`src/rtl/motor_pwm_sequencer.sv`:
```
// rtl/motor_pwm_sequencer.sv - period-aligned duty sequencer for the motor PWM stage
// Converts RPM commands to duty counts and owns arming and command-loss failsafe.
module motor_pwm_sequencer #(
  parameter int NUM_MOTORS   = 4,
  parameter int DUTY_W       = 7,
  parameter int RPM_MIN      = 500,
  parameter int DUTY_MAX     = 90,
  parameter int ARM_PERIODS  = 16,
  parameter int WDOG_PERIODS = 64
) (
  input  logic                         clk,
  input  logic                         resetn,
  input  logic                         arm,
  input  logic                         cmd_valid,
  output logic                         cmd_ready,
  input  logic [16*NUM_MOTORS-1:0]     cmd_rpm,
  output logic                         mot_set,
  output logic [DUTY_W*NUM_MOTORS-1:0] mot_duty,
  output logic [1:0]                   state,
  output logic                         fault
);

  typedef enum logic [1:0] {
    ST_DISARMED = 2'd0,
    ST_ARMING   = 2'd1,
    ST_RUN      = 2'd2,
    ST_FAILSAFE = 2'd3
  } state_t;

  localparam int ARM_W = $clog2(ARM_PERIODS + 1);
  localparam int WD_W  = $clog2(WDOG_PERIODS + 1);
  localparam int DV_W  = DUTY_W * NUM_MOTORS;

  state_t            state_q, state_d;
  logic [DUTY_W-1:0] cnt_q, cnt_d;
  logic [ARM_W-1:0]  arm_cnt_q, arm_cnt_d;
  logic [WD_W-1:0]   wd_cnt_q, wd_cnt_d;
  logic [DV_W-1:0]   shadow_q, shadow_d;
  logic [DV_W-1:0]   duty_q, duty_d;
  logic [DV_W-1:0]   conv_duty;
  logic              set_q, set_d;
  logic              boundary;
  logic              xfer;

  // Subtraction only happens above RPM_MIN, so it never wraps.
  function automatic logic [DUTY_W-1:0] rpm_to_duty(input logic [15:0] rpm);
    logic [15:0] excess;
    excess = 16'd0;
    if (rpm > 16'(RPM_MIN)) begin
      excess = (rpm - 16'(RPM_MIN)) >> 6;
    end
    if (excess > 16'(DUTY_MAX)) begin
      excess = 16'(DUTY_MAX);
    end
    return excess[DUTY_W-1:0];
  endfunction

  always_comb begin
    conv_duty = '0;
    for (int i = 0; i < NUM_MOTORS; i++) begin
      conv_duty[i*DUTY_W +: DUTY_W] = rpm_to_duty(cmd_rpm[i*16 +: 16]);
    end
  end

  assign boundary  = (cnt_q == {DUTY_W{1'b1}});
  assign cmd_ready = (state_q == ST_ARMING) || (state_q == ST_RUN);
  assign xfer      = cmd_valid && cmd_ready;

  always_comb begin
    state_d   = state_q;
    cnt_d     = cnt_q + DUTY_W'(1);
    arm_cnt_d = arm_cnt_q;
    wd_cnt_d  = wd_cnt_q;
    shadow_d  = shadow_q;
    duty_d    = duty_q;
    set_d     = boundary;

    // Duty loads from the pre-edge shadow, so a boundary-cycle command lands a period later.
    if (boundary) begin
      duty_d = (state_q == ST_RUN) ? shadow_q : '0;
    end
    if (xfer) begin
      shadow_d = conv_duty;
    end

    case (state_q)
      ST_DISARMED: begin
        if (arm) begin
          state_d   = ST_ARMING;
          shadow_d  = '0;
          arm_cnt_d = '0;
        end
      end
      ST_ARMING: begin
        if (!arm) begin
          state_d = ST_DISARMED;
        end else if (boundary) begin
          if (arm_cnt_q == ARM_W'(ARM_PERIODS - 1)) begin
            state_d  = ST_RUN;
            wd_cnt_d = '0;
          end else begin
            arm_cnt_d = arm_cnt_q + ARM_W'(1);
          end
        end
      end
      ST_RUN: begin
        if (!arm) begin
          state_d = ST_DISARMED;
        end else if (xfer) begin
          wd_cnt_d = '0;
        end else if (boundary) begin
          if (wd_cnt_q == WD_W'(WDOG_PERIODS - 1)) begin
            state_d = ST_FAILSAFE;
          end else begin
            wd_cnt_d = wd_cnt_q + WD_W'(1);
          end
        end
      end
      ST_FAILSAFE: begin
        if (!arm) begin
          state_d = ST_DISARMED;
        end
      end
    endcase
  end

  always_ff @(posedge clk) begin
    if (!resetn) begin
      state_q   <= ST_DISARMED;
      cnt_q     <= '0;
      arm_cnt_q <= '0;
      wd_cnt_q  <= '0;
      shadow_q  <= '0;
      duty_q    <= '0;
      set_q     <= 1'b0;
    end else begin
      state_q   <= state_d;
      cnt_q     <= cnt_d;
      arm_cnt_q <= arm_cnt_d;
      wd_cnt_q  <= wd_cnt_d;
      shadow_q  <= shadow_d;
      duty_q    <= duty_d;
      set_q     <= set_d;
    end
  end

  assign mot_set  = set_q;
  assign mot_duty = duty_q;
  assign state    = state_q;
  assign fault    = (state_q == ST_FAILSAFE);

endmodule

```
`config.mk`:
```
export PLATFORM = sky130hd
export DESIGN_NAME = motor_pwm_sequencer
export DESIGN_NICKNAME = d
export VERILOG_FILES = /design/src/rtl/motor_pwm_sequencer.sv
export SDC_FILE = /design/constraint.sdc
export NUM_CORES = 1
export LEC_CHECK = 0
export BUFFER_PORTS_ARGS = -buffer_cell sky130_fd_sc_hd__clkbuf_2
export CAP_MARGIN = 40
export CORE_MARGIN = 5
export CORE_UTILIZATION = 35
export DETAILED_ROUTE_END_ITERATION = 7
export SYNTH_ARGS = -nofsm -noshare
export SYNTH_HDL_FRONTEND = slang
export SYNTH_SLANG_ARGS = --single-unit
```
`constraint.sdc`:
```
create_clock -name clk -period 3.15 [get_ports clk]
set_clock_uncertainty 0.15 [all_clocks]
set_input_delay 0.63 -clock clk [delete_from_list [all_inputs] [get_ports clk]]
set_output_delay 0.63 -clock clk [all_outputs]
set_load 0.02 [all_outputs]
```
==> metrics, run 1 <==
status=finished, final reports clean; peak supply drop=263 uV; main combinational cell family by area after synthesis=compound AO/OA/AOI/OAI gates; CP required=3.22 ns; DIE HEIGHT=115 um; DR iter-0 viols=141; TritonCTS clock tree=built; Compound-Gate Fraction of Synth Area=0.252; 1st-pass router iterations=4; post-CTS resize count=0; Yosys top cell by area=dfxtp_1; Synth Area in XOR/XNOR=0.0742; reg2reg setup slack=0.78 ns; Hold/Removal Path Class=reg2reg; max layer used=met4; Max FO, Critical Path=7; Slew HR=0.624; Total Nets Final=618; P&R area growth vs syn=23.0%; CP Data Arrival Time=2.44 ns; Top FF cell, synth=dfxtp_1; Worst setup SP type=flip-flop; M1 WL=4460 um; worst slew pin tran=0.562 ns; top-area cell type share of the netlist area=0.401; Final Setup Violations=0; sequential share of the synthesized area=0.401; WL/cell=14.7 um; number of synthesized flops with an enable pin=0; clock root buffer=clkbuf_8; IO Count=101; CP endpoint kind=flip-flop; pwr dens=464 nW/um^2; grt ovf=0; Mapped Area=3890 um^2; setup TNS=0 ns; width of the die=115 um; mux cell area share after synthesis=0.00514; largest net degree at the start of global routing=26; first-pass GRT wire length=16500 um; RePlAce Congestion=0.804; Max Slew Vio Count=0; RSZ-0062 raised after global routing=false; Unique masters post-synth=64; area of the die=13300 um^2; max-cap violations=0; DR WL met3=430 um; CTS Hold Bufs=0; core area=10900 um^2; Num CTS Buffers=9; Worst-path clk slew=0.08 ns; GRT Util Overall=0.154; Setup Fix Bufs, Post-CTS=0; Post-synth ARST share=0; residual DRC count=0; final core occ=0.440; Syn. warnings=0; Synth top cells by count=dfxtp_1, nand2_1, nor2_1; largest cells by area after synthesis=dfxtp_1, a22o_1, xor2_1, nand2_1, nor2_1; detailed placer's ending HPWL=7860 um; number of global-route vias before repair=3516; Syn Nets=517; Max Freq=0.422 GHz; Clock Sink Count=78; leak pwr=2.01 nW; IO buf count=100; min Tclk post-route=2.37 ns; top-count cell post-synth=dfxtp_1; ANT nets after route=0; hold_ws=0.301 ns; met2 routed WL=5100 um; routed vias/inst=5.16; total wire length=10100 um; Worst-Skew Late Latency=0.34 ns; CP Class=reg2reg; initial antenna violation count=0; Post-Synth Simple-Gate Area=0.212; row count=38; Mapped Cells=440; n_diodes=0; fraction of layout cells with a size suffix above 1=0.253; H-tree Lvls=3; Post-Synth Adder-Cell Area=0.0289; Final Hold Fails=0; Final Cycle Share=0.753; initial core utilization=0.358; synthesized area per cell=8.85 um^2; #FFs+latches synth=78; Via Count=3542; maximum root-to-sink buffer count=2
## placed cells by master, fill, tap and decap left out, drive strengths merged, types with 6 or more instances in the layout
master / count
or3: 7
and2: 10
dfxtp: 78
a31oi: 7
buf: 6
o21ai: 31
and3: 8
nand4: 6
o211ai: 7
nand2: 45
ha: 9
nor4: 6
xnor2: 13
a21oi: 18
nand3: 13
clkbuf: 111
nor3: 9
nor2b: 7
xor2: 20
nor2: 37
a22o: 31
inv: 11
## routing by layer
metal | track usage | vias up
met4 | 0.0524 | 0
met2 | 0.272 | 74
met5 | 0 | -
li1 | - | 1817
met3 | 0.0303 | 8
met1 | 0.186 | 1643
## through the flow
stage	setup WS [ns]	cell area, um^2	power (mW)	std cells
global placement	0.699	4550	1.35	670
finish	0.778	4790	2.22	686
CTS	0.783	4790	2.25	686
global route	0.570	4790	2.33	686
floorplan	0.637	3890	1.22	440
detailed placement	0.665	4550	1.35	670
## state kept, by name (all words and copies together) (netlist names)
register   count
mot_duty      28
shadow_q      28
cnt_q          7
wd_cnt_q       7
arm_cnt_q      5
state          2
mot_set        1
## worst paths after layout
path | to | depth (start not counted) | startpoint
max | wd_cnt_q[5] | 8 | state[1]
min | cnt_q[0] | 1 | cnt_q[0]
max reg2reg | wd_cnt_q[5] | 8 | state[1]
min reg2reg | cnt_q[0] | 1 | cnt_q[0]
## worst max-delay path, stage by stage, from the launching register on
cell,delay [ns]
dfxtp_1,0.44
inv_1,0.12
ha_1,0.36
and2_1,0.17
nand3_1,0.09
a211oi_2,0.54
nand4_1,0.18
xor2_1,0.15
nor2_1,0.05
## power by group
| part | internal (mW) | switching [mW] |
|---|---|---|
| clock network | 0.530 | 0.363 |
| registers | 1.01 | 0.0148 |
| logic | 0.123 | 0.183 |
## cells by family (layout without fill, tap and decap cells)
logic type,after synthesis,count (layout)
simple gates,159,159
compound gates,132,132
flops,78,78
xor+xnor,33,33
buf+inv,27,133
fa+ha+maj,9,9
mux,2,2
## cell type report
class | instances | area, um^2
fillers | 1082 | 6100
multi-input cells | 335 | 2230
flip-flops and latches | 78 | 1560
repair buffers | 106 | 546
well taps | 140 | 175
clock buffers | 11 | 131
clock inverters | 5 | 108
inverters | 11 | 41.3
(Power assumes the default switching activity.)
==> run 2, diff against run 1 <==
Clock period 3.15 ns to 1.9 ns, I/O delays scaled along.
==> metrics, run 2 (synthesis gave the netlist of run 1 again) <==
status=complete, but fails checks; failing checks=setup timing; IO buf count=100; 1st-pass router iterations=4; Via Count=4003; setup TNS=-0.924 ns; hold_sp=resetn; worst slew pin tran=0.481 ns; Slew HR=0.678; IO Count=101; pwr dens=620 nW/um^2; non-filler cells, final=781; max-cap violations=0; setup ws final=-0.255 ns; residual DRC count=0; Hold Crit Depth=2; final total power=3.55 mW; routed vias/inst=5.13; Worst-path clk slew=0.08 ns; Final Hold Fails=0; GR Layer Usage met2=0.276; Min-Delay Endpoint=cnt_q[2]; Final Cycle Share=1.13; RePlAce Congestion=0.874; global routing's busiest layer=met2; maximum root-to-sink buffer count=2; DIE HEIGHT=115 um; Num CTS Buffers=9; area of the die=13300 um^2; TritonCTS clock tree=built; Max Slew Vio Count=0; reg2reg setup slack=-0.25 ns; initial antenna violation count=0; reg-to-reg endpoint=state[1]; core area=10900 um^2; setup slack at placement=-0.251 ns; grt ovf=0; Max Freq=0.464 GHz; width of the die=115 um; commonest non-fill, non-tap cell in the layout=clkbuf_2; worst reg2reg path depth=8; detailed placer's ending HPWL=8440 um; first-pass GRT wire length=18100 um; FILL cells=1001; CP required=2.03 ns; Max FO, Critical Path=2; n_diodes=0; P&R area growth vs syn=46.9%; total wire length=11000 um; Clock Sink Count=78; Post-Place Cells=764; grt met1 use=0.215; fraction of layout cells with a size suffix above 1=0.421; Total Nets Final=715; leak pwr=2.53 nW; CP Data Arrival Time=2.28 ns; RR Startpoint=arm_cnt_q[1]; Worst setup SP type=flip-flop; DR iter-0 viols=226; row count=38; peak supply drop=486 uV; H-tree Lvls=3; WL/cell=14.1 um; most frequent cells in the layout=clkbuf_2, buf_4, dfxtp_1, nand2_1, nor2_1; initial core utilization=0.358; largest net degree at the start of global routing=25; clock root buffer=clkbuf_8; Final Setup Violations=11; ANT nets after route=0; GRT Util Overall=0.166; RSZ-0062 raised after global routing=true; Hold/Removal Path Class=in2reg; CP Class=reg2reg; routing usage on met3=0.0475; number of global-route vias before repair=4004; CP endpoint kind=flip-flop; min Tclk post-route=2.15 ns; Worst-Skew Late Latency=0.35 ns; CTS Hold Bufs=0
## run 2: changes by cell type in the layout (fill, tap and decap cells not counted), moves of 4 or more
cell,before,now
buf_6,0,5
a21oi_2,0,4
nand2_1,45,41
a21oi_1,18,14
dfxtp_1,78,74
o21ai_0,27,23
buf_4,6,96
## run 2: repair_timing
| item | 4_1_cts | 5_1_grt |
|---|---|---|
| endpoints found under the setup margin | 15 | 45 |
| buffers inserted | 1 | 2 |
| resized for setup | 11 | 28 |
| pin swaps | 7 | 7 |
## run 2: where the power goes
part | internal, mW | switching, mW
clock network | 0.532 | 0.588
registers | 1.67 | 0.0244
logic | 0.371 | 0.361
## run 2: final cells by class
cell class              count  area [um^2]  area share
multi-input cells         335         2420       0.424
flip-flops and latches     78         1570       0.275
repair buffers            203         1330       0.233
well taps                 140          175      0.0306
clock buffers              10          149      0.0260
inverters                  11         46.3     0.00809
clock inverters             4         22.5     0.00394
## run 2: worst max-delay path by stage
| stage | start | endpoint | slack, ns | cells after the start |
|---|---|---|---|---|
| global route | arm_cnt_q[1] | state[1] | -0.32 | 8 |
| floorplan | state[0] | wd_cnt_q[4] | -0.15 | 9 |
| global placement | cmd_rpm[12] | shadow_q[4] | -0.23 | 7 |
| detailed placement | cmd_rpm[12] | shadow_q[4] | -0.25 | 7 |
| CTS | arm_cnt_q[1] | state[1] | -0.22 | 8 |
| finish | arm_cnt_q[1] | state[1] | -0.25 | 8 |
## run 2: per-layer routing
metal,wire [um],part of all wire
met1,4930,0.45
met2,5400,0.49
met3,570,0.052
met4,123,0.011
met5,0,0
## run 2: critical path, stage by stage, from the launching register on
cell      delay, ns
dfxtp_2        0.36
ha_4           0.14
and3_4         0.20
ha_4           0.13
nand4_1        0.09
a21bo_1        0.21
or3_4          0.37
or3_1          0.31
a21boi_1       0.13
## run 2: metrics by stage
step                      area (um^2)  hold slack, ns  utilization
after floorplan                  3970           0.271            -
after global placement           5360           0.287        0.492
after detailed placement         5360           0.295        0.492
after CTS                        5590           0.172        0.513
after global routing             5720           0.188        0.525
final                            5720           0.196        0.525
==> run 3, diff against run 2 <==
Settings changed: REMOVE_ABC_BUFFERS from default to 1, SLEW_MARGIN from default to 5.
==> metrics, run 3 (synthesis gave the netlist of run 1 again) <==
status=complete, but fails checks; failing checks=setup timing; n_diodes=0; H-tree Lvls=3; crit path cell chain=ha_4, and3_4, ha_4, nand4_1, a21bo_1, or3_1, or3_1, a21boi_1; ANT nets after route=0; GRT Util Overall=0.164; setup slack at placement=-0.276 ns; CP endpoint kind=flip-flop; CP Data Arrival Time=2.23 ns; residual DRC count=0; peak supply drop=342 uV; DR iter-0 viols=139; IO Count=101; first-pass GRT wire length=17700 um; initial core utilization=0.358; Slowest-stage cell, CP=dfxtp_2; row count=38; Num CTS Buffers=9; FILL cells=1017; Clock Sink Count=78; most frequent cells in the layout=clkbuf_2, buf_4, dfxtp_1, nand2_1, nor2_1; initial antenna violation count=0; Final Hold Fails=0; leak pwr=2.49 nW; DIE HEIGHT=115 um; pwr dens=639 nW/um^2; P&R area growth vs syn=45.6%; detailed placer's ending HPWL=8480 um; commonest non-fill, non-tap cell in the layout=clkbuf_2; Worst setup SP type=flip-flop; total wire length=11000 um; Slew HR=0.663; min Tclk post-route=2.11 ns; setup ws final=-0.205 ns; RSZ-0062 raised after global routing=true; TritonCTS clock tree=built; area of the die=13300 um^2; Via Count=3926; number of global-route vias before repair=3912; Hold/Removal Path Class=in2reg; width of the die=115 um; max-cap violations=0; largest net degree at the start of global routing=19; 1st-pass router iterations=4; Worst-Skew Late Latency=0.34 ns; max incr delay on CP=0.35 ns; worst slew pin tran=0.506 ns; Max FO, Critical Path=2; Max Freq=0.475 GHz; core area=10900 um^2; grt ovf=0; Max Slew Vio Count=0; fraction of layout cells with a size suffix above 1=0.417; CP required=2.02 ns; clock root buffer=clkbuf_8; Final Setup Violations=9; IO buf count=100; CTS Hold Bufs=0; Final Cycle Share=1.11; maximum root-to-sink buffer count=2; final total power=3.62 mW; RePlAce Congestion=0.871; CP Class=reg2reg; WL/cell=14.0 um; Worst-path clk slew=0.08 ns; routed vias/inst=5.03; Total Nets Final=714
## run 3: area by class of cell
class / count / area [um^2] / area share
clock buffers: 11 / 141 / 0.0249
clock inverters: 4 / 47.5 / 0.00839
inverters: 11 / 43.8 / 0.00772
multi-input cells: 335 / 2410 / 0.426
flip-flops and latches: 78 / 1570 / 0.276
well taps: 140 / 175 / 0.0309
repair buffers: 202 / 1280 / 0.226
## run 3: what timing repair did
item                                    in CTS  in global routing
resized for setup                           26                 28
pin swaps                                    9                  9
endpoints found under the setup margin      47                 26
buffers inserted                             2                  1
## run 3: final timing paths
path,cells past startpoint,endpoint,slack (ns),start
worst max-delay path,8,state[1],-0.21,arm_cnt_q[0]
worst min-delay path,4,shadow_q[21],0.22,cmd_rpm[54]
worst max register to register,8,state[1],-0.21,arm_cnt_q[0]
worst min register to register,2,shadow_q[23],0.30,shadow_q[23]
## run 3: through the flow
stage / cells / TNS [ns] / utilization / hold WS [ns] / instance area (um^2)
2_1_floorplan: 424 / -11.48 / - / 0.271 / 3830
3_3_place_gp: 763 / -3.52 / 0.482 / 0.290 / 5250
3_5_place_dp: 763 / -4.45 / 0.482 / 0.296 / 5250
4_1_cts: 780 / -0.461 / 0.512 / 0.212 / 5580
5_1_grt: 781 / -1.74 / 0.521 / 0.242 / 5670
6_report: 781 / -1.04 / 0.521 / 0.225 / 5670
## run 3: metal layers
metal / routed length (um) / track usage / vias to the layer above
li1: - / - / 2017
met1: 4980 / 0.210 / 1822
met2: 5430 / 0.280 / 80
met3: 456 / 0.0251 / 7
met4: 103 / 0.0571 / 0
met5: 0 / 0 / -
## run 3: critical path, delay by kind of cell, from the launching register on
family / cells / cell delay (ns)
AOI/OAI and AO/OA: 2 / 0.34
and+or+nand+nor: 4 / 0.94
adders and majority gates: 2 / 0.28
DFF: 1 / 0.35
## run 3: power breakdown
group          switching [mW]  internal [mW]
logic                   0.364          0.365
registers              0.0226           1.67
clock network           0.566          0.632
total                   0.953           2.67
